--- config.mk ---
export PLATFORM = sky130hd
export DESIGN_NAME = chan_mux_rr_flat
export DESIGN_NICKNAME = d
export VERILOG_FILES = /design/src/rtl/chan_mux_pkg.sv /design/src/rtl/chan_mux_rr_if.sv /design/src/rtl/chan_mux_rr_arbiter.sv /design/src/rtl/chan_mux_rr.sv /design/src/flat_wrapper.sv
export SDC_FILE = /design/constraint.sdc
export NUM_CORES = 1
export LEC_CHECK = 0
export CAP_MARGIN = 20
export CORE_ASPECT_RATIO = 0.7
export CORE_MARGIN = 5
export CORE_UTILIZATION = 28
export DETAILED_ROUTE_END_ITERATION = 10
export SLEW_MARGIN = 5
export SYNTH_ARGS = -nofsm -noshare
export SYNTH_HDL_FRONTEND = slang
export SYNTH_SLANG_ARGS = --single-unit
--- constraint.sdc ---
create_clock -name clk -period 8.83 [get_ports clk]
set_input_delay 1.766 -clock clk [delete_from_list [all_inputs] [get_ports clk]]
set_output_delay 1.766 -clock clk [all_outputs]
set_load 0.05 [all_outputs]
--- src/rtl/chan_mux_pkg.sv ---
// Shared definitions for the round-robin channel multiplexer.
package chan_mux_pkg;

    // Select-mode encodings for the mode input.
    localparam logic MODE_FIXED = 1'b0;
    localparam logic MODE_RR    = 1'b1;

    // Lowest bit of channel ch inside a packed NUM_CH*data_w data bus.
    function automatic int ch_lo(input int ch, input int data_w);
        return ch * data_w;
    endfunction

endpackage

--- src/rtl/chan_mux_rr_if.sv ---
// Handshake bundle between the producers/consumer and the channel mux.
interface chan_mux_rr_if #(
    parameter  int NUM_CH = 4,
    parameter  int DATA_W = 8,
    localparam int SEL_W  = $clog2(NUM_CH)
);
    logic                       mode;
    logic [SEL_W-1:0]           sel;
    logic [NUM_CH*DATA_W-1:0]   in_data;
    logic [NUM_CH-1:0]          in_valid;
    logic [NUM_CH-1:0]          in_ready;
    logic [DATA_W-1:0]          out_data;
    logic                       out_valid;
    logic [SEL_W-1:0]           out_ch;
    logic                       out_ready;

    // Environment side: drives the producers and the consumer ready.
    modport master (
        output mode, sel, in_data, in_valid, out_ready,
        input  in_ready, out_data, out_valid, out_ch
    );

    // Mux side.
    modport slave (
        input  mode, sel, in_data, in_valid, out_ready,
        output in_ready, out_data, out_valid, out_ch
    );
endinterface

--- src/rtl/chan_mux_rr_arbiter.sv ---
// Rotating-priority arbiter: the channel after 'last' has top priority.
module rr_arbiter #(
    parameter  int NUM_CH = 4,
    localparam int SEL_W  = $clog2(NUM_CH)
) (
    input  logic [NUM_CH-1:0] req,
    input  logic [SEL_W-1:0]  last,
    output logic [NUM_CH-1:0] gnt,
    output logic [SEL_W-1:0]  gnt_idx,
    output logic              any
);

    // Scan last+1, last+2, ... (mod NUM_CH) and grant the first requester.
    always_comb begin
        int               idx;
        logic [SEL_W-1:0] ix;
        // NOTE: every output gets a default before the scan so no path leaves it unassigned (no latch).
        gnt     = '0;
        gnt_idx = '0;
        any     = 1'b0;
        for (int k = 1; k <= NUM_CH; k++) begin
            idx = (int'(last) + k) % NUM_CH;
            ix  = SEL_W'(idx);
            if (!any && req[ix]) begin
                gnt[ix] = 1'b1;
                gnt_idx = ix;
                any     = 1'b1;
            end
        end
    end

endmodule

--- src/rtl/chan_mux_rr.sv ---
// N-channel registered mux with fixed-select and round-robin modes.
module chan_mux_rr
    import chan_mux_pkg::*;
#(
    parameter  int NUM_CH = 4,
    parameter  int DATA_W = 8,
    localparam int SEL_W  = $clog2(NUM_CH)
) (
    input  logic          clk,
    input  logic          rst_n,
    chan_mux_rr_if.slave  bus
);

    logic [NUM_CH-1:0] rr_gnt;
    logic [NUM_CH-1:0] fix_gnt;
    logic [NUM_CH-1:0] grant;
    logic [SEL_W-1:0]  rr_idx;
    logic [SEL_W-1:0]  grant_idx;
    logic [SEL_W-1:0]  rr_last;
    logic              rr_any;
    logic              grant_any;
    logic              load;
    logic              xfer;

    logic [DATA_W-1:0] out_data_q;
    logic [SEL_W-1:0]  out_ch_q;
    logic              out_valid_q;

    rr_arbiter #(.NUM_CH(NUM_CH)) u_arb (
        .req     (bus.in_valid),
        .last    (rr_last),
        .gnt     (rr_gnt),
        .gnt_idx (rr_idx),
        .any     (rr_any)
    );

    // Fixed mode: grant only the selected channel, and only if it is valid;
    // a sel beyond the last channel matches nothing.
    always_comb begin
        fix_gnt = '0;
        for (int i = 0; i < NUM_CH; i++) begin
            if (bus.sel == SEL_W'(i)) fix_gnt[i] = bus.in_valid[i];
        end
    end

    // Pick the grant source for the current mode.
    always_comb begin
        if (bus.mode == MODE_RR) begin
            grant     = rr_gnt;
            grant_idx = rr_idx;
            grant_any = rr_any;
        end else begin
            grant     = fix_gnt;
            grant_idx = bus.sel;
            grant_any = |fix_gnt;
        end
    end

    // The register can take a word when empty or when being drained this cycle.
    assign load         = !out_valid_q || bus.out_ready;
    assign xfer         = load && grant_any;
    assign bus.in_ready = (rst_n && load) ? grant : '0;

    // Output stage and round-robin pointer.
    always_ff @(posedge clk) begin
        // NOTE: state registers use non-blocking assignments so every flop samples pre-edge values.
        if (!rst_n) begin
            out_valid_q <= 1'b0;
            out_data_q  <= '0;
            out_ch_q    <= '0;
            rr_last     <= SEL_W'(NUM_CH - 1);
        end else if (xfer) begin
            out_valid_q <= 1'b1;
            out_data_q  <= bus.in_data[ch_lo(int'(grant_idx), DATA_W) +: DATA_W];
            out_ch_q    <= grant_idx;
            if (bus.mode == MODE_RR) rr_last <= grant_idx;
        end else if (bus.out_ready) begin
            out_valid_q <= 1'b0;
        end
    end

    assign bus.out_data  = out_data_q;
    assign bus.out_ch    = out_ch_q;
    assign bus.out_valid = out_valid_q;

endmodule

--- src/flat_wrapper.sv ---
// flat-port wrapper written by rule: the top's interface ports become plain ports
module chan_mux_rr_flat import chan_mux_pkg::*;
#(
    parameter  int NUM_CH = 4,
    parameter  int DATA_W = 8,
    localparam int SEL_W  = $clog2(NUM_CH)
)
  (clk, rst_n, bus_mode, bus_sel, bus_in_data, bus_in_valid, bus_out_ready, bus_in_ready, bus_out_data, bus_out_valid, bus_out_ch);
  chan_mux_rr_if #(.NUM_CH(NUM_CH), .DATA_W(DATA_W)) bus_i ();
  input  logic clk;
  input  logic rst_n;
  input wire logic [$bits(bus_i.mode)-1:0] bus_mode;
  input wire logic [$bits(bus_i.sel)-1:0] bus_sel;
  input wire logic [$bits(bus_i.in_data)-1:0] bus_in_data;
  input wire logic [$bits(bus_i.in_valid)-1:0] bus_in_valid;
  input wire logic [$bits(bus_i.out_ready)-1:0] bus_out_ready;
  output wire logic [$bits(bus_i.in_ready)-1:0] bus_in_ready;
  output wire logic [$bits(bus_i.out_data)-1:0] bus_out_data;
  output wire logic [$bits(bus_i.out_valid)-1:0] bus_out_valid;
  output wire logic [$bits(bus_i.out_ch)-1:0] bus_out_ch;
  assign bus_i.mode = bus_mode;
  assign bus_i.sel = bus_sel;
  assign bus_i.in_data = bus_in_data;
  assign bus_i.in_valid = bus_in_valid;
  assign bus_i.out_ready = bus_out_ready;
  assign bus_in_ready = bus_i.in_ready;
  assign bus_out_data = bus_i.out_data;
  assign bus_out_valid = bus_i.out_valid;
  assign bus_out_ch = bus_i.out_ch;
  chan_mux_rr #(.NUM_CH(NUM_CH), .DATA_W(DATA_W)) u_core (.clk(clk), .rst_n(rst_n), .bus(bus_i));
endmodule
==> results of run 1 <==
==> sequential cells by signal (all words and copies together) (netlist names) <==
signal and flops:
u_core.rr_last 2, u_core.bus.out_data 8, u_core.bus.out_valid 1, u_core.bus.out_ch 2
==> cell usage in the layout, fill, tap and decap left out, types with 3 or more instances in the layout <==
| cell type | count |
|---|---|
| sky130_fd_sc_hd__clkdlybuf4s50_1 | 56 |
| sky130_fd_sc_hd__o21ai_0 | 6 |
| sky130_fd_sc_hd__nand2b_1 | 3 |
| sky130_fd_sc_hd__nand3_1 | 4 |
| sky130_fd_sc_hd__nand2_1 | 14 |
| sky130_fd_sc_hd__nor2b_1 | 3 |
| sky130_fd_sc_hd__mux4_2 | 3 |
| sky130_fd_sc_hd__a22oi_1 | 8 |
| sky130_fd_sc_hd__clkbuf_8 | 3 |
| sky130_fd_sc_hd__mux2i_1 | 21 |
| sky130_fd_sc_hd__a21oi_1 | 7 |
| sky130_fd_sc_hd__inv_1 | 3 |
| sky130_fd_sc_hd__ha_1 | 8 |
| sky130_fd_sc_hd__dfxtp_1 | 13 |
| sky130_fd_sc_hd__nor2_1 | 12 |
| sky130_fd_sc_hd__o221ai_1 | 8 |
==> layout make-up <==
cell class / instances / area share (%)
Tap cell: 69 / 4.45
Inverter: 3 / 0.581
Timing Repair Buffer: 57 / 29.3
Clock buffer: 4 / 2.32
Sequential cell: 13 / 13.4
Multi-Input combinational cell: 121 / 49.9
==> logic make-up after synthesis <==
| logic type | synth area share (%) |
|---|---|
| compound gates | 19.4 |
| flops | 19.0 |
| mux | 25.0 |
| buf+inv | 10.2 |
| simple gates | 19.0 |
| fa+ha+maj | 7.32 |
==> metrics by stage <==
step | total power, mW | cell area (um^2) | cells | setup slack [ns]
2_1_floorplan | 0.194 | 1370 | 150 | 3.43
3_3_place_gp | 0.236 | 1890 | 263 | 2.40
3_5_place_dp | 0.236 | 1890 | 263 | 2.32
4_1_cts | 0.290 | 1940 | 267 | 2.32
5_1_grt | 0.307 | 1940 | 267 | 2.12
6_report | 0.287 | 1940 | 267 | 2.30
==> layer usage <==
layer	track usage, %	vias to the layer above	share of wire [%]
met5	0	-	0
met1	16.9	605	48
li1	-	660	-
met3	2.75	2	6.8
met2	17.4	46	45
met4	1.80	0	0.21
==> power by group through the flow <==
stage | Sequential (mW) | Combinational, mW | Clock [mW]
after floorplan | 0.102 | 0.0928 | 0
after global placement | 0.0776 | 0.159 | 0
after detailed placement | 0.0775 | 0.159 | 0
after CTS | 0.0765 | 0.159 | 0.0544
after global routing | 0.0785 | 0.171 | 0.0580
final | 0.0765 | 0.158 | 0.0521
==> tightest hold or removal path, delay by kind of cell, from the launching register on <==
kind / cells / cell delay [ns]
compound gates: 1 / 0.05
flops: 1 / 0.33
simple gates: 1 / 0.05
==> worst paths after layout <==
kind              cells after the start                                  end                           startpoint
setup / recovery                      9                      bus_in_ready[3]                      bus_in_valid[0]
hold / removal                        2  u_core.bus.out_data[6]$_SDFFE_PN0P_  u_core.bus.out_data[6]$_SDFFE_PN0P_
setup reg to reg                     10  u_core.bus.out_data[3]$_SDFFE_PN0P_       u_core.rr_last[0]$_SDFFE_PN1P_
hold reg to reg                       2  u_core.bus.out_data[6]$_SDFFE_PN0P_  u_core.bus.out_data[6]$_SDFFE_PN0P_
==> reports/summary.txt, run 1 <==
==================================================================================
Result of the run                                                     complete, no violations
Number of port buffers                                                          56
Initial antenna violation count                                                  0
Total clock sinks                                                               13
Core area                                                                4760 um^2
Maximum fanout count along the critical path                                    13
Routed Wire Length                                                         3.79 mm
Fraction of final layout cells with drive strength greater than 1            7.07%
Half-perimeter wire length after placement                                 2.94 mm
Area growth, synth to finish                                                 41.7%
Clock-pin slew on the worst setup and hold paths                           0.05 ns
Net switching component of the power                                      0.116 mW
Number of different library cells in the post-synthesis netlist                 40
Syn avg cell area                                                        9.12 um^2
Leakage                                                                   0.756 nW
Crit share post-route                                                        73.9%
Cells along the critical path                                         clkdlybuf4s50_1 > mux4_1 > nor3_2 > and2_4 > a22oi_1 > o21ai_0 > a21oi_1 > nor2_1 > clkdlybuf4s50_1
Maximum single-stage delay on the critical path                            0.81 ns
Share of synthesized area occupied by flip-flops and latches                 19.0%
#FFs+latches synth                                                              13
Number of buffers created by CTS                                                 3
Element type at the critical path end                                 primary output
Die ar.                                                                  6400 um^2
Combinational group share of total power                                     55.1%
H-tree levels                                                                    1
Global-route wire length before repair                                     5.92 mm
Most frequent cell after synthesis                                    sky130_fd_sc_hd__mux2i_1
Boundary pin count                                                              57
Pin count of the biggest net entering global routing                            18
Worst-case hold slack                                                     0.466 ns
Arrival time worst endpoint                                                4.76 ns
Number of warnings issued by yosys                                               0
Required time worst endpoint                                               7.06 ns
Detailed-route via count                                                      1313
Least-Margin Pin Slew                                                     0.683 ns
Count of flip-flops with a built-in enable after synthesis                       0
Maximum ir drop on the vdd rail                                        0.0000531 V
Max Root-Sink Buffers                                                            2
Global placement routability congestion                                      0.801
Net Count, Synth                                                               200
Diodes inserted                                                                  0
Element type at the critical path start                                  input pin
Starting utilization of the core area                                        28.8%
Post-synthesis cell area                                                 1370 um^2
Count of hold buffers inserted by post-cts repair                                0
Iteration-0 DRC count of the detailed router                                    94
Sequential Power Share                                                       26.7%
Die Ht                                                                     68.5 um
Overall routing resource usage                                               11.5%
Post-synth top flop                                                   sky130_fd_sc_hd__dfxtp_1
TritonCTS clock tree                                                         built
Final count of negative-setup-slack endpoints                                    0
Clock root buffer master                                              sky130_fd_sc_hd__clkbuf_8
Combined buffer and inverter count along the critical path                       2
Post-CTS Repair Setup Buffers                                                    0
Remaining antenna violation count after routing                                  0
Relative slew margins                                                        54.4%
FF+latch area                                                             260 um^2
PostCTS Resize Cnt                                                               0
Share of the core filled with cells in the final layout                      40.8%
Switching share of power                                                     40.5%
Final worst path period need                                               6.53 ns
CP max-delay cell                                                     sky130_fd_sc_hd__clkdlybuf4s50_1
Worst-case register-to-register setup slack                                5.28 ns
Commonest cells in the netlist                                        sky130_fd_sc_hd__mux2i_1, sky130_fd_sc_hd__nand2_1, sky130_fd_sc_hd__dfxtp_1
Number of nets in the layout                                                   249
Family of cells with the greatest summed delay on the critical path   buffers and inverters
Remaining DRCs                                                                   0
Cells after Synth                                                              150
Routed WL per cell                                                         14.2 um
Cell with the most instances on the worst path                        sky130_fd_sc_hd__clkdlybuf4s50_1
Number of global-route vias before repair                                     1215
Area leader, netlist                                                  sky130_fd_sc_hd__dfxtp_1
Total power divided by cell area                                       148 nW/um^2
Clock power share                                                            18.2%
Via/cell ratio                                                                4.92
Number of core rows                                                             21
# fillers                                                                      462
Summed negative setup slack over all endpoints                                0 ns
Fin. max-slew vios                                                               0
Die Width                                                                  93.5 um
Hold Fails Final Rpt                                                             0
Area taken by multi-input logic gates                                     967 um^2
Setup Crit Path Kind                                                  input pin to primary output
Clk_skew                                                               0.000678 ns
Synth top area cells                                                  sky130_fd_sc_hd__dfxtp_1, sky130_fd_sc_hd__mux2i_1, sky130_fd_sc_hd__ha_1, sky130_fd_sc_hd__o221ai_1, sky130_fd_sc_hd__mux4_2
Total grt overflow                                                               0
RSZ-0062 raised after global routing                                            no
Clk_lat worst skew                                                         0.24 ns
Power Internal                                                            0.171 mW
Proportion of netlist area held by the largest area contributor              19.0%
HP Class                                                              flip-flop to flip-flop
Max-cap violations                                                               0
Max Fclk                                                                   153 MHz
Iteration count of the initial detailed-routing pass                             4
Async S/R FF share, synth                                                       0%
==================================================================================
Note: power is estimated with default switching activity, not from simulation.
==> run 2: changes to the inputs <==
==> constraint.sdc (replaced) <==
create_clock -name clk -period 6.5 [get_ports clk]
set_input_delay 1.3 -clock clk [delete_from_list [all_inputs] [get_ports clk]]
set_output_delay 1.3 -clock clk [all_outputs]
set_load 0.05 [all_outputs]
==> reports/summary.txt, run 2 (synthesized netlist as in run 1, its figures left out) <==
=====================================================================================
Maximum fanout count along the critical path                                       13   unchanged
Detailed-route via count                                                         1281   -2.4%
Pin count of the biggest net entering global routing                               18   unchanged
Global placement routability congestion                                         0.801   about the same
Total grt overflow                                                                  0   unchanged
Fraction of final layout cells with drive strength greater than 1               7.07%   unchanged
Layout Cells excl Fill                                                            267   unchanged
Iteration count of the initial detailed-routing pass                                4   unchanged
Iteration-0 DRC count of the detailed router                                       59   -37%
Overall power after layout                                                   0.392 mW   +37%
Element type at the critical path start                                     input pin
Total power divided by cell area                                          202 nW/um^2   +37%
Remaining DRCs                                                                      0   unchanged
Hold Path Cell Cnt                                                                  2   unchanged
Number of nets in the layout                                                      249   unchanged
HP Class                                                                 flip-flop to flip-flop
Required time worst endpoint                                                  5.20 ns   -1.86 ns
Area taken by multi-input logic gates                                        967 um^2   unchanged
R2R cell count                                                                     10   unchanged
Area growth, synth to finish                                                    41.7%   unchanged
Result of the run                                                        complete, no violations
Max Root-Sink Buffers                                                               2   unchanged
Element type at the critical path end                                    primary output
FF+latch area                                                                260 um^2   unchanged
Half-perimeter wire length after placement                                    2.96 mm   +0.74%
Relative slew margins                                                           56.5%   +2.1 points
Starting utilization of the core area                                           28.8%   unchanged
Post-CTS Repair Setup Buffers                                                       0   unchanged
Final worst path period need                                                  5.61 ns
Clock-pin slew on the worst setup and hold paths                              0.05 ns   about the same
Count of hold buffers inserted by post-cts repair                                   0   unchanged
Max-cap violations                                                                  0   unchanged
Die Width                                                                     93.5 um   unchanged
Die Ht                                                                        68.5 um   unchanged
Diodes inserted                                                                     0   unchanged
Number of buffers created by CTS                                                    3   unchanged
Most frequent standard cell in the layout excluding fill and tap cells   sky130_fd_sc_hd__clkdlybuf4s50_1
Die ar.                                                                     6400 um^2   unchanged
Clk_skew                                                                   0.00297 ns   +0.00229 ns
Clock root buffer master                                                 sky130_fd_sc_hd__clkbuf_8
Via/cell ratio                                                                   4.80   -2.4%
Maximum ir drop on the vdd rail                                           0.0000811 V   +53%
Max Fclk                                                                      178 MHz
Global-route wire length before repair                                        5.69 mm   -3.9%
Leading cell types in the layout, fill and taps excluded                 sky130_fd_sc_hd__clkdlybuf4s50_1, sky130_fd_sc_hd__mux2i_1, sky130_fd_sc_hd__nand2_1
Clk_lat worst skew                                                            0.24 ns   about the same
Number of port buffers                                                             56   unchanged
Number of cells after detailed placement                                          263   unchanged
Remaining antenna violation count after routing                                     0   unchanged
Number of core rows                                                                21   unchanged
Setup slack after layout                                                     0.887 ns   -1.42 ns
TritonCTS clock tree                                                            built
# fillers                                                                         465   +0.65%
Arrival time worst endpoint                                                   4.31 ns   -0.45 ns
Core area                                                                   4760 um^2   unchanged
Least-Margin Pin Slew                                                        0.652 ns   -0.0313 ns
Boundary pin count                                                                 57   unchanged
Number of global-route vias before repair                                        1130   -7.0%
Leakage                                                                      0.756 nW   unchanged
RSZ-0062 raised after global routing                                               no
Pre-CTS WS                                                                   0.908 ns   -1.41 ns
Total clock sinks                                                                  13   unchanged
Crit share post-route                                                           86.4%
Routed Wire Length                                                            3.79 mm   about the same
Routed WL per cell                                                            14.2 um   about the same
Hold Fails Final Rpt                                                                0   unchanged
Overall routing resource usage                                                  11.2%   -0.28 points
Setup Crit Path Kind                                                     input pin to primary output
Summed negative setup slack over all endpoints                                   0 ns   unchanged
Fin. max-slew vios                                                                  0   unchanged
Initial antenna violation count                                                     0   unchanged
H-tree levels                                                                       1   unchanged
PostCTS Resize Cnt                                                                  0   unchanged
Number of flip-flops in the largest register                                        8   unchanged
Final count of negative-setup-slack endpoints                                       0   unchanged
=====================================================================================
## run 2: per-stage QoR
stage               hold WS, ns  utilization [%]  cell area (um^2)
floorplan                 0.583                -              1370
global placement          0.446             39.8              1890
detailed placement        0.449             39.8              1890
CTS                       0.466             40.8              1940
global route              0.484             40.8              1940
finish                    0.463             40.8              1940
## run 2: final timing paths
kind                                                           from                                   to  slack, ns
worst min-delay path            u_core.bus.out_data[3]$_SDFFE_PN0P_  u_core.bus.out_data[3]$_SDFFE_PN0P_       0.46
worst max-delay path                                bus_in_valid[0]                      bus_in_ready[3]       0.89
worst min register to register  u_core.bus.out_data[3]$_SDFFE_PN0P_  u_core.bus.out_data[3]$_SDFFE_PN0P_       0.46
worst max register to register       u_core.rr_last[0]$_SDFFE_PN1P_  u_core.bus.out_data[1]$_SDFFE_PN0P_       2.90
## run 2: per-layer routing
| layer | vias up | part of all wire (%) | track usage, % |
|---|---|---|---|
| met5 | - | 0 | 0 |
| met3 | 2 | 6.1 | 3.19 |
| li1 | 661 | - | - |
| met1 | 585 | 50 | 17.2 |
| met2 | 33 | 43 | 15.9 |
| met4 | 0 | 0.50 | 1.08 |
## run 2: layout make-up
| cell class | instances | area share (%) |
|---|---|---|
| Multi-Input combinational cell | 121 | 49.9 |
| Sequential cell | 13 | 13.4 |
| Inverter | 3 | 0.581 |
| Timing Repair Buffer | 57 | 29.3 |
| Clock buffer | 4 | 2.32 |
| Tap cell | 69 | 4.45 |
## run 2: where the power goes
group / leakage, nW / total (mW) / internal (mW) / switching (mW)
Sequential: 0.108 / 0.103 / 0.0919 / 0.0115
Clock: 0.0228 / 0.0732 / 0.0433 / 0.0299
Combinational: 0.625 / 0.215 / 0.0965 / 0.118
## run 2: critical path: stages
cell and delay [ns]:
sky130_fd_sc_hd__clkdlybuf4s50_1 0.60, sky130_fd_sc_hd__mux4_1 0.79, sky130_fd_sc_hd__nor3_2 0.25, sky130_fd_sc_hd__and2_4 0.21
sky130_fd_sc_hd__a22oi_1 0.07, sky130_fd_sc_hd__o21ai_0 0.10, sky130_fd_sc_hd__a21oi_1 0.09, sky130_fd_sc_hd__nor2_1 0.11
sky130_fd_sc_hd__clkdlybuf4s50_1 0.80
